===== config.mk =====
export PLATFORM = sky130hd
export DESIGN_NAME = pc_seq_ctl_flat
export DESIGN_NICKNAME = d
export VERILOG_FILES = /design/src/rtl/pc_seq_ctl_pkg.sv /design/src/rtl/pc_seq_ctl_if.sv /design/src/rtl/pc_seq_err.sv /design/src/rtl/pc_seq_ctl.sv /design/src/flat_wrapper.sv
export SDC_FILE = /design/constraint.sdc
export NUM_CORES = 1
export LEC_CHECK = 0
export ABC_CLOCK_PERIOD_IN_PS = 2100
export CORE_AREA = 2 2 68 70
export DETAILED_ROUTE_END_ITERATION = 8
export DIE_AREA = 0 0 70 72
export PLACE_DENSITY = 0.81
export SETUP_SLACK_MARGIN = 0.1
export SLEW_MARGIN = 20
export SYNTH_ARGS = -nofsm -noshare
export SYNTH_HDL_FRONTEND = slang
export SYNTH_HIERARCHICAL = 1
export SYNTH_SLANG_ARGS = --single-unit
export TNS_END_PERCENT = 30

===== constraint.sdc =====
create_clock -name DSPCLK -period 2.1 [get_ports DSPCLK]
set_input_delay 0.315 -clock DSPCLK [delete_from_list [all_inputs] [get_ports DSPCLK]]
set_output_delay 0.315 -clock DSPCLK [all_outputs]
set_load 0.01 [all_outputs]

===== src/rtl/pc_seq_ctl_pkg.sv =====
// pc_seq_ctl_pkg: shared widths, reset PC, sequencer state encoding and
// flow-strobe priority decode for the next-PC controller.
package pc_seq_ctl_pkg;

    localparam int PC_W = 14;
    localparam logic [PC_W-1:0] RST_PC = 14'h0000;

    typedef enum logic [1:0] {
        RUN  = 2'b00,
        IACK = 2'b01,
        HALT = 2'b10
    } seq_state_t;

    // Enum ordering doubles as the strobe priority rank (higher wins).
    typedef enum logic [2:0] {
        FLOW_NONE = 3'd0,
        FLOW_JUMP = 3'd1,
        FLOW_CALL = 3'd2,
        FLOW_RTS  = 3'd3,
        FLOW_RTI  = 3'd4
    } flow_t;

    function automatic flow_t decode_flow(input logic rti, input logic rts,
                                          input logic call, input logic jump);
        if (rti)       return FLOW_RTI;
        else if (rts)  return FLOW_RTS;
        else if (call) return FLOW_CALL;
        else if (jump) return FLOW_JUMP;
        else           return FLOW_NONE;
    endfunction

endpackage


===== src/rtl/pc_seq_ctl_if.sv =====
// pc_seq_ctl_if: sequencer <-> PC stack bus. The controller is the master
// (drives push/pop/write data/clock enable), the stack is the slave.
interface pc_seq_ctl_if #(
    parameter int PC_W = 14
) ();
    logic [PC_W-1:0] TopPC;
    logic            PC_full;
    logic            PC_empty;
    logic [PC_W-1:0] PCin;
    logic            PushPC_EN;
    logic            PopPC_EN;
    logic            PCS_CKenb;

    modport master (
        input  TopPC, PC_full, PC_empty,
        output PCin, PushPC_EN, PopPC_EN, PCS_CKenb
    );

    modport slave (
        output TopPC, PC_full, PC_empty,
        input  PCin, PushPC_EN, PopPC_EN, PCS_CKenb
    );
endinterface


===== src/rtl/pc_seq_err.sv =====
// pc_seq_err: sticky stack overflow/underflow flags. ERR_CLR wins over an
// error raised in the same cycle; HOLD freezes the flags.
module pc_seq_err (
    input  logic DSPCLK,
    input  logic T_RST,
    input  logic HOLD,
    input  logic push_req,
    input  logic pop_req,
    input  logic PC_full,
    input  logic PC_empty,
    input  logic ERR_CLR,
    output logic STKOVF,
    output logic STKUNF
);

    // Set a flag when a push/pop is attempted against a full/empty stack.
    always_ff @(posedge DSPCLK) begin
        if (T_RST) begin
            STKOVF <= 1'b0;
            STKUNF <= 1'b0;
        end else if (!HOLD) begin
            if (ERR_CLR) begin
                STKOVF <= 1'b0;
                STKUNF <= 1'b0;
            end else begin
                if (push_req && PC_full)  STKOVF <= 1'b1;
                if (pop_req  && PC_empty) STKUNF <= 1'b1;
            end
        end
    end

endmodule


===== src/rtl/pc_seq_ctl.sv =====
// pc_seq_ctl: program-sequencer next-PC controller in front of the 16-deep
// PC stack. Optional build macro PCS_TRAP_EN: a stack overflow/underflow
// also parks the sequencer in HALT until ERR_CLR.
module pc_seq_ctl #(
    parameter int PC_W = pc_seq_ctl_pkg::PC_W,
    parameter logic [PC_W-1:0] RST_PC = pc_seq_ctl_pkg::RST_PC
) (
    input  logic              DSPCLK,
    input  logic              T_RST,
    input  logic              HOLD,
    input  logic              Call_E,
    input  logic              Jump_E,
    input  logic              Rts_E,
    input  logic              Rti_E,
    input  logic              Ei_E,
    input  logic              Di_E,
    input  logic [PC_W-1:0]   Target,
    input  logic              IRQ_req,
    input  logic [PC_W-1:0]   IRQ_vec,
    input  logic              ERR_CLR,
    pc_seq_ctl_if.master      stk,
    output logic [PC_W-1:0]   PC,
    output logic              IRQ_ack,
    output logic              IE,
    output logic              STKOVF,
    output logic              STKUNF,
    output logic              HALTED
);
    import pc_seq_ctl_pkg::*;

    seq_state_t      state;
    flow_t           flow;
    logic            irq_accept;
    logic            run_exec;
    logic            iack_go;
    logic            push_req;
    logic            pop_req;
    logic [PC_W-1:0] pc_inc;

    // Decode this cycle's stack requests; reset and HOLD suppress everything.
    always_comb begin
        irq_accept = (state == RUN) && IRQ_req && IE && !HOLD && !T_RST;
        run_exec   = (state == RUN) && !HOLD && !T_RST && !irq_accept;
        iack_go    = (state == IACK) && !HOLD && !T_RST;
        flow       = FLOW_NONE;
        if (run_exec) flow = decode_flow(Rti_E, Rts_E, Call_E, Jump_E);
        push_req   = (flow == FLOW_CALL) || iack_go;
        pop_req    = (flow == FLOW_RTS) || (flow == FLOW_RTI);
        pc_inc     = PC + PC_W'(1);
    end

    assign stk.PushPC_EN = push_req && !stk.PC_full;
    assign stk.PopPC_EN  = pop_req && !stk.PC_empty;
    assign stk.PCS_CKenb = !(stk.PushPC_EN || stk.PopPC_EN);
    assign stk.PCin      = (state == IACK) ? PC : pc_inc;
    assign IRQ_ack       = iack_go;

`ifdef PCS_TRAP_EN
    logic err_evt;
    assign err_evt = (push_req && stk.PC_full) || (pop_req && stk.PC_empty);
    assign HALTED  = (state == HALT);
`else
    assign HALTED  = 1'b0;
`endif

    pc_seq_err u_err (
        .DSPCLK   (DSPCLK),
        .T_RST    (T_RST),
        .HOLD     (HOLD),
        .push_req (push_req),
        .pop_req  (pop_req),
        .PC_full  (stk.PC_full),
        .PC_empty (stk.PC_empty),
        .ERR_CLR  (ERR_CLR),
        .STKOVF   (STKOVF),
        .STKUNF   (STKUNF)
    );

    // Sequencer FSM: advances PC, takes interrupts and tracks interrupt enable.
    always_ff @(posedge DSPCLK) begin
        if (T_RST) begin
            state <= RUN;
            PC    <= RST_PC;
            IE    <= 1'b0;
        end else if (!HOLD) begin
            case (state)
                RUN: begin
                    if (irq_accept) begin
                        IE    <= 1'b0;
                        state <= IACK;
                    end
`ifdef PCS_TRAP_EN
                    else if (err_evt && !ERR_CLR) begin
                        state <= HALT;
                    end
`endif
                    else begin
                        case (flow)
                            FLOW_JUMP, FLOW_CALL: PC <= Target;
                            FLOW_RTS, FLOW_RTI:   PC <= stk.TopPC;
                            default:              PC <= pc_inc;
                        endcase
                        if (flow == FLOW_RTI) IE <= 1'b1;
                        if (Di_E)             IE <= 1'b0;
                        else if (Ei_E)        IE <= 1'b1;
                    end
                end
                IACK: begin
`ifdef PCS_TRAP_EN
                    if (err_evt && !ERR_CLR) begin
                        state <= HALT;
                    end else begin
                        PC    <= IRQ_vec;
                        state <= RUN;
                    end
`else
                    PC    <= IRQ_vec;
                    state <= RUN;
`endif
                end
                HALT: begin
`ifdef PCS_TRAP_EN
                    if (ERR_CLR) state <= RUN;
`else
                    state <= RUN;
`endif
                end
                default: state <= RUN;
            endcase
        end
    end

endmodule


===== src/flat_wrapper.sv =====
// flat-port wrapper written by rule: the top's interface ports become plain ports
module pc_seq_ctl_flat import pc_seq_ctl_pkg::*;
#(
    parameter int PC_W = pc_seq_ctl_pkg::PC_W,
    parameter logic [PC_W-1:0] RST_PC = pc_seq_ctl_pkg::RST_PC
)
  (DSPCLK, T_RST, HOLD, Call_E, Jump_E, Rts_E, Rti_E, Ei_E, Di_E, Target, IRQ_req, IRQ_vec, ERR_CLR, PC, IRQ_ack, IE, STKOVF, STKUNF, HALTED, stk_TopPC, stk_PC_full, stk_PC_empty, stk_PCin, stk_PushPC_EN, stk_PopPC_EN, stk_PCS_CKenb);
  pc_seq_ctl_if #(.PC_W(PC_W)) stk_i ();
  input  logic DSPCLK;
  input  logic T_RST;
  input  logic HOLD;
  input  logic Call_E;
  input  logic Jump_E;
  input  logic Rts_E;
  input  logic Rti_E;
  input  logic Ei_E;
  input  logic Di_E;
  input  logic [PC_W-1:0] Target;
  input  logic IRQ_req;
  input  logic [PC_W-1:0] IRQ_vec;
  input  logic ERR_CLR;
  output logic [PC_W-1:0] PC;
  output logic IRQ_ack;
  output logic IE;
  output logic STKOVF;
  output logic STKUNF;
  output logic HALTED;
  input wire logic [$bits(stk_i.TopPC)-1:0] stk_TopPC;
  input wire logic [$bits(stk_i.PC_full)-1:0] stk_PC_full;
  input wire logic [$bits(stk_i.PC_empty)-1:0] stk_PC_empty;
  output wire logic [$bits(stk_i.PCin)-1:0] stk_PCin;
  output wire logic [$bits(stk_i.PushPC_EN)-1:0] stk_PushPC_EN;
  output wire logic [$bits(stk_i.PopPC_EN)-1:0] stk_PopPC_EN;
  output wire logic [$bits(stk_i.PCS_CKenb)-1:0] stk_PCS_CKenb;
  assign stk_i.TopPC = stk_TopPC;
  assign stk_i.PC_full = stk_PC_full;
  assign stk_i.PC_empty = stk_PC_empty;
  assign stk_PCin = stk_i.PCin;
  assign stk_PushPC_EN = stk_i.PushPC_EN;
  assign stk_PopPC_EN = stk_i.PopPC_EN;
  assign stk_PCS_CKenb = stk_i.PCS_CKenb;
  pc_seq_ctl #(.PC_W(PC_W), .RST_PC(RST_PC)) u_core (.DSPCLK(DSPCLK), .T_RST(T_RST), .HOLD(HOLD), .Call_E(Call_E), .Jump_E(Jump_E), .Rts_E(Rts_E), .Rti_E(Rti_E), .Ei_E(Ei_E), .Di_E(Di_E), .Target(Target), .IRQ_req(IRQ_req), .IRQ_vec(IRQ_vec), .ERR_CLR(ERR_CLR), .stk(stk_i), .PC(PC), .IRQ_ack(IRQ_ack), .IE(IE), .STKOVF(STKOVF), .STKUNF(STKUNF), .HALTED(HALTED));
endmodule

==> impl_metrics.yaml <==
timing:
  fmax_mhz: 497
  tightest_slew_ns: 0.512
  rsz0062_at_grt: "yes"
  maxSlewViolCount: 0
  holdWs_ns: 0.458
  setup_viol: 0
  hold_viol_final: 0
  finClkSkew_ns: 0.00587
  setup_tns_ns: 0
  worst_slew_margin_rel_pct: 65.5
  period_needed_ns: 2.01
  post-route-period-util_pct: 95.7
drt:
  first_pass_iters: 4
  ant_nets: 0
  vias: 2202
  totalWireLength_um: 6110
  drt_iter0_markers: 125
  drc_errors: 0
  routedWlPerCell_um: 15.2
  avgViaCountPerCell: 5.48
global_routing:
  grt_pass1_vias: 2144
  grt_start_max_net_pins: 28
  overflow: 0
  grt_pass1_wl_um: 9880
  antenna_found_initial: 0
  grt_use_total_pct: 24.0
cells_and_area:
  final_nets: 407
  utilization_pct: 69.7
  layout-drive-gt1-share_pct: 22.9
  fillers: 361
  design_area_um2: 2970
  area_growth_pct: 76.3
  seqCellArea_um2: 369
  multi_input_comb_area_um2: 1240
  diodes: 0
clocking:
  hold_buffers: 0
  cts-buffers-inserted: 3
  htree_levels: 1
  worstSkewPairLatency_ns: 0.26
  clk_path_buf_depth: 2
  cts_tree: "yes"
  cts.clk_slew.worst_paths_ns: 0.08
  cts-root-buf: "clkbuf_8"
  clock_sinks: 18
  post_cts_buffers: 0
synth:
  synth-warning-count: 6
  synth_cell_types: 57
  synth_area_um2: 1690
  syn-num-nets: 285
  ys_ff_latch: 18
  syn_inst: 229
  async_reset_ff_share_pct: 0
  yosysSeqAreaShare_pct: 21.4
  synth.avg_cell_area_um2: 7.37
  synth-edff-count: 0
  synthFlopType: "dfxtp_1"
placement:
  dp_hpwl_um: 4780
  place_area_um2: 2900
  globalplace.congestion: 0.876
  io_buffers: 89
die:
  coreArea_um2: 4260
  die-height_um: 72
  io_pins: 91
  rows: 24
  die_width_um: 70
  die-area_um2: 5040
  start_util_pct: 39.6
worst_setup_path:
  critPathSlowestCell: "dfxtp_1"
  critical_path.cell_chain: "nand3_1, or2_4, nor3_1, xor2_1, dlygate4sd2_1"
  cp-start-kind: "flop"
  path_delay_family: "simple AND/OR/NAND/NOR gates"
  cp.required_ns: 1.78
  endpoint_kind: "output port"
  slowest_delay_ns: 0.35
  cp.arrival_ns: 1.70
  crit_buf_inv: 1
  crit_type: "reg -> out"
  path_max_fanout: 7
pwr:
  power.density_nw_per_um2: 392
  power_frac_clock_pct: 25.4
  peakVddDrop_mv: 0.225
  leakage_uw: 0.00119
  swShare_pct: 30.5
  switchingPower_uw: 356
  p_int_uw: 810
  sequentialPowerShare_pct: 33.0
  combPwrFrac_pct: 41.6
job:
  cap_violations: 0
hold_path:
  hold_path_class: "reg -> reg"
status:
  status: "finished, final reports clean"
==> stage by stage <==
step / setup slack, ns / power [uW] / cells
6_report: 0.0893 / 1170 / 402
5_1_grt: 0.0259 / 1220 / 402
4_1_cts: 0.105 / 1170 / 402
3_5_place_dp: -0.401 / 883 / 398
3_3_place_gp: -0.327 / 876 / 398
2_1_floorplan: 0.229 / 595 / 229
==> cell type report <==
| class | count | share of cell area, % |
|---|---|---|
| multi-input cells | 187 | 41.8 |
| repair buffers | 135 | 41.0 |
| flip-flops and latches | 18 | 12.4 |
| well taps | 52 | 2.19 |
| clock buffers | 4 | 1.85 |
| inverters | 6 | 0.758 |
==> synthesized netlist by cell type (6+ instances only) <==
library cell | count | area [um^2]
a22oi_1 | 6 | 45.0
clkbuf_1 | 6 | 22.5
o21ai_0 | 11 | 55.1
xnor2_1 | 11 | 96.3
nand2_1 | 15 | 56.3
inv_1 | 6 | 22.5
a21oi_1 | 10 | 50.1
nor2_1 | 25 | 93.8
dfxtp_1 | 18 | 360
nor3_1 | 16 | 80.1
a211oi_1 | 8 | 60.1
xor2_1 | 11 | 96.3
nand3_1 | 12 | 60.1
==> power groups by stage <==
stage,Combinational (uW),Clock (uW),Sequential [uW]
6_report,486,296,385
5_1_grt,521,310,387
4_1_cts,484,298,384
3_5_place_dp,492,0,391
3_3_place_gp,486,0,390
2_1_floorplan,191,0,404
==> timing repair <==
action,4_1_cts,5_1_grt
pin swaps,1,0
setup endpoints to repair,18,13
gates resized for setup,38,7
cloned,0,0
==> path summary, 6_finish.rpt <==
| kind | from | endpoint | cells after the start | slack (ns) |
|---|---|---|---|---|
| worst max-delay path | u_core/PC[3]$_SDFFE_PP0P_ | stk_PCin[9] | 5 | 0.09 |
| worst min-delay path | u_core/u_err/STKUNF$_SDFFE_PP0P_ | u_core/u_err/STKUNF$_SDFFE_PP0P_ | 2 | 0.46 |
| worst max register to register | u_core/IE$_SDFFE_PP0P_ | u_core/PC[5]$_SDFFE_PP0P_ | 6 | 0.42 |
| worst min register to register | u_core/u_err/STKUNF$_SDFFE_PP0P_ | u_core/u_err/STKUNF$_SDFFE_PP0P_ | 2 | 0.46 |
==> layer usage <==
metal	global-route usage (%)	vias up	wire length, um
met5	0	-	0
met4	9.19	0	85
met3	2.36	8	498
met2	44.7	101	3120
met1	28.6	1009	2400
li1	-	1084	-
==> cell families after synthesis <==
family | synth area share, %
AOI/OAI and AO/OA | 29.9
xor gates and xnor gates | 11.4
adders and majority gates | 0.742
buffers and inverters | 7.57
DFF | 21.4
muxes | 0.668
other | 0.222
and+or+nand+nor | 28.1
==> worst min-delay path, delay by kind of cell, from the launching register on <==
kind                   cells  cell delay (ns)
AOI/OAI and AO/OA          1             0.06
DFF                        1             0.31
buffers and inverters      1             0.05
==> state kept, by name (all words and copies together), names as in the netlist <==
register,count
u_core/PC,14
u_core/IE,1
u_core/state,1
u_core/u_err/STKUNF,1
u_core/u_err/STKOVF,1
==> cells in the final DEF, fill, tap and decap left out, types with 8 or more instances in the layout <==
master / instances
nand3_1: 12
xnor2_1: 11
dlygate4sd2_1: 13
nand2_1: 15
buf_4: 45
xor2_1: 11
dfxtp_1: 13
a211oi_1: 8
nor3_1: 10
o21ai_0: 11
a21oi_1: 10
clkdlybuf4s50_1: 71
nor2_1: 24
(Power assumes the default switching activity.)
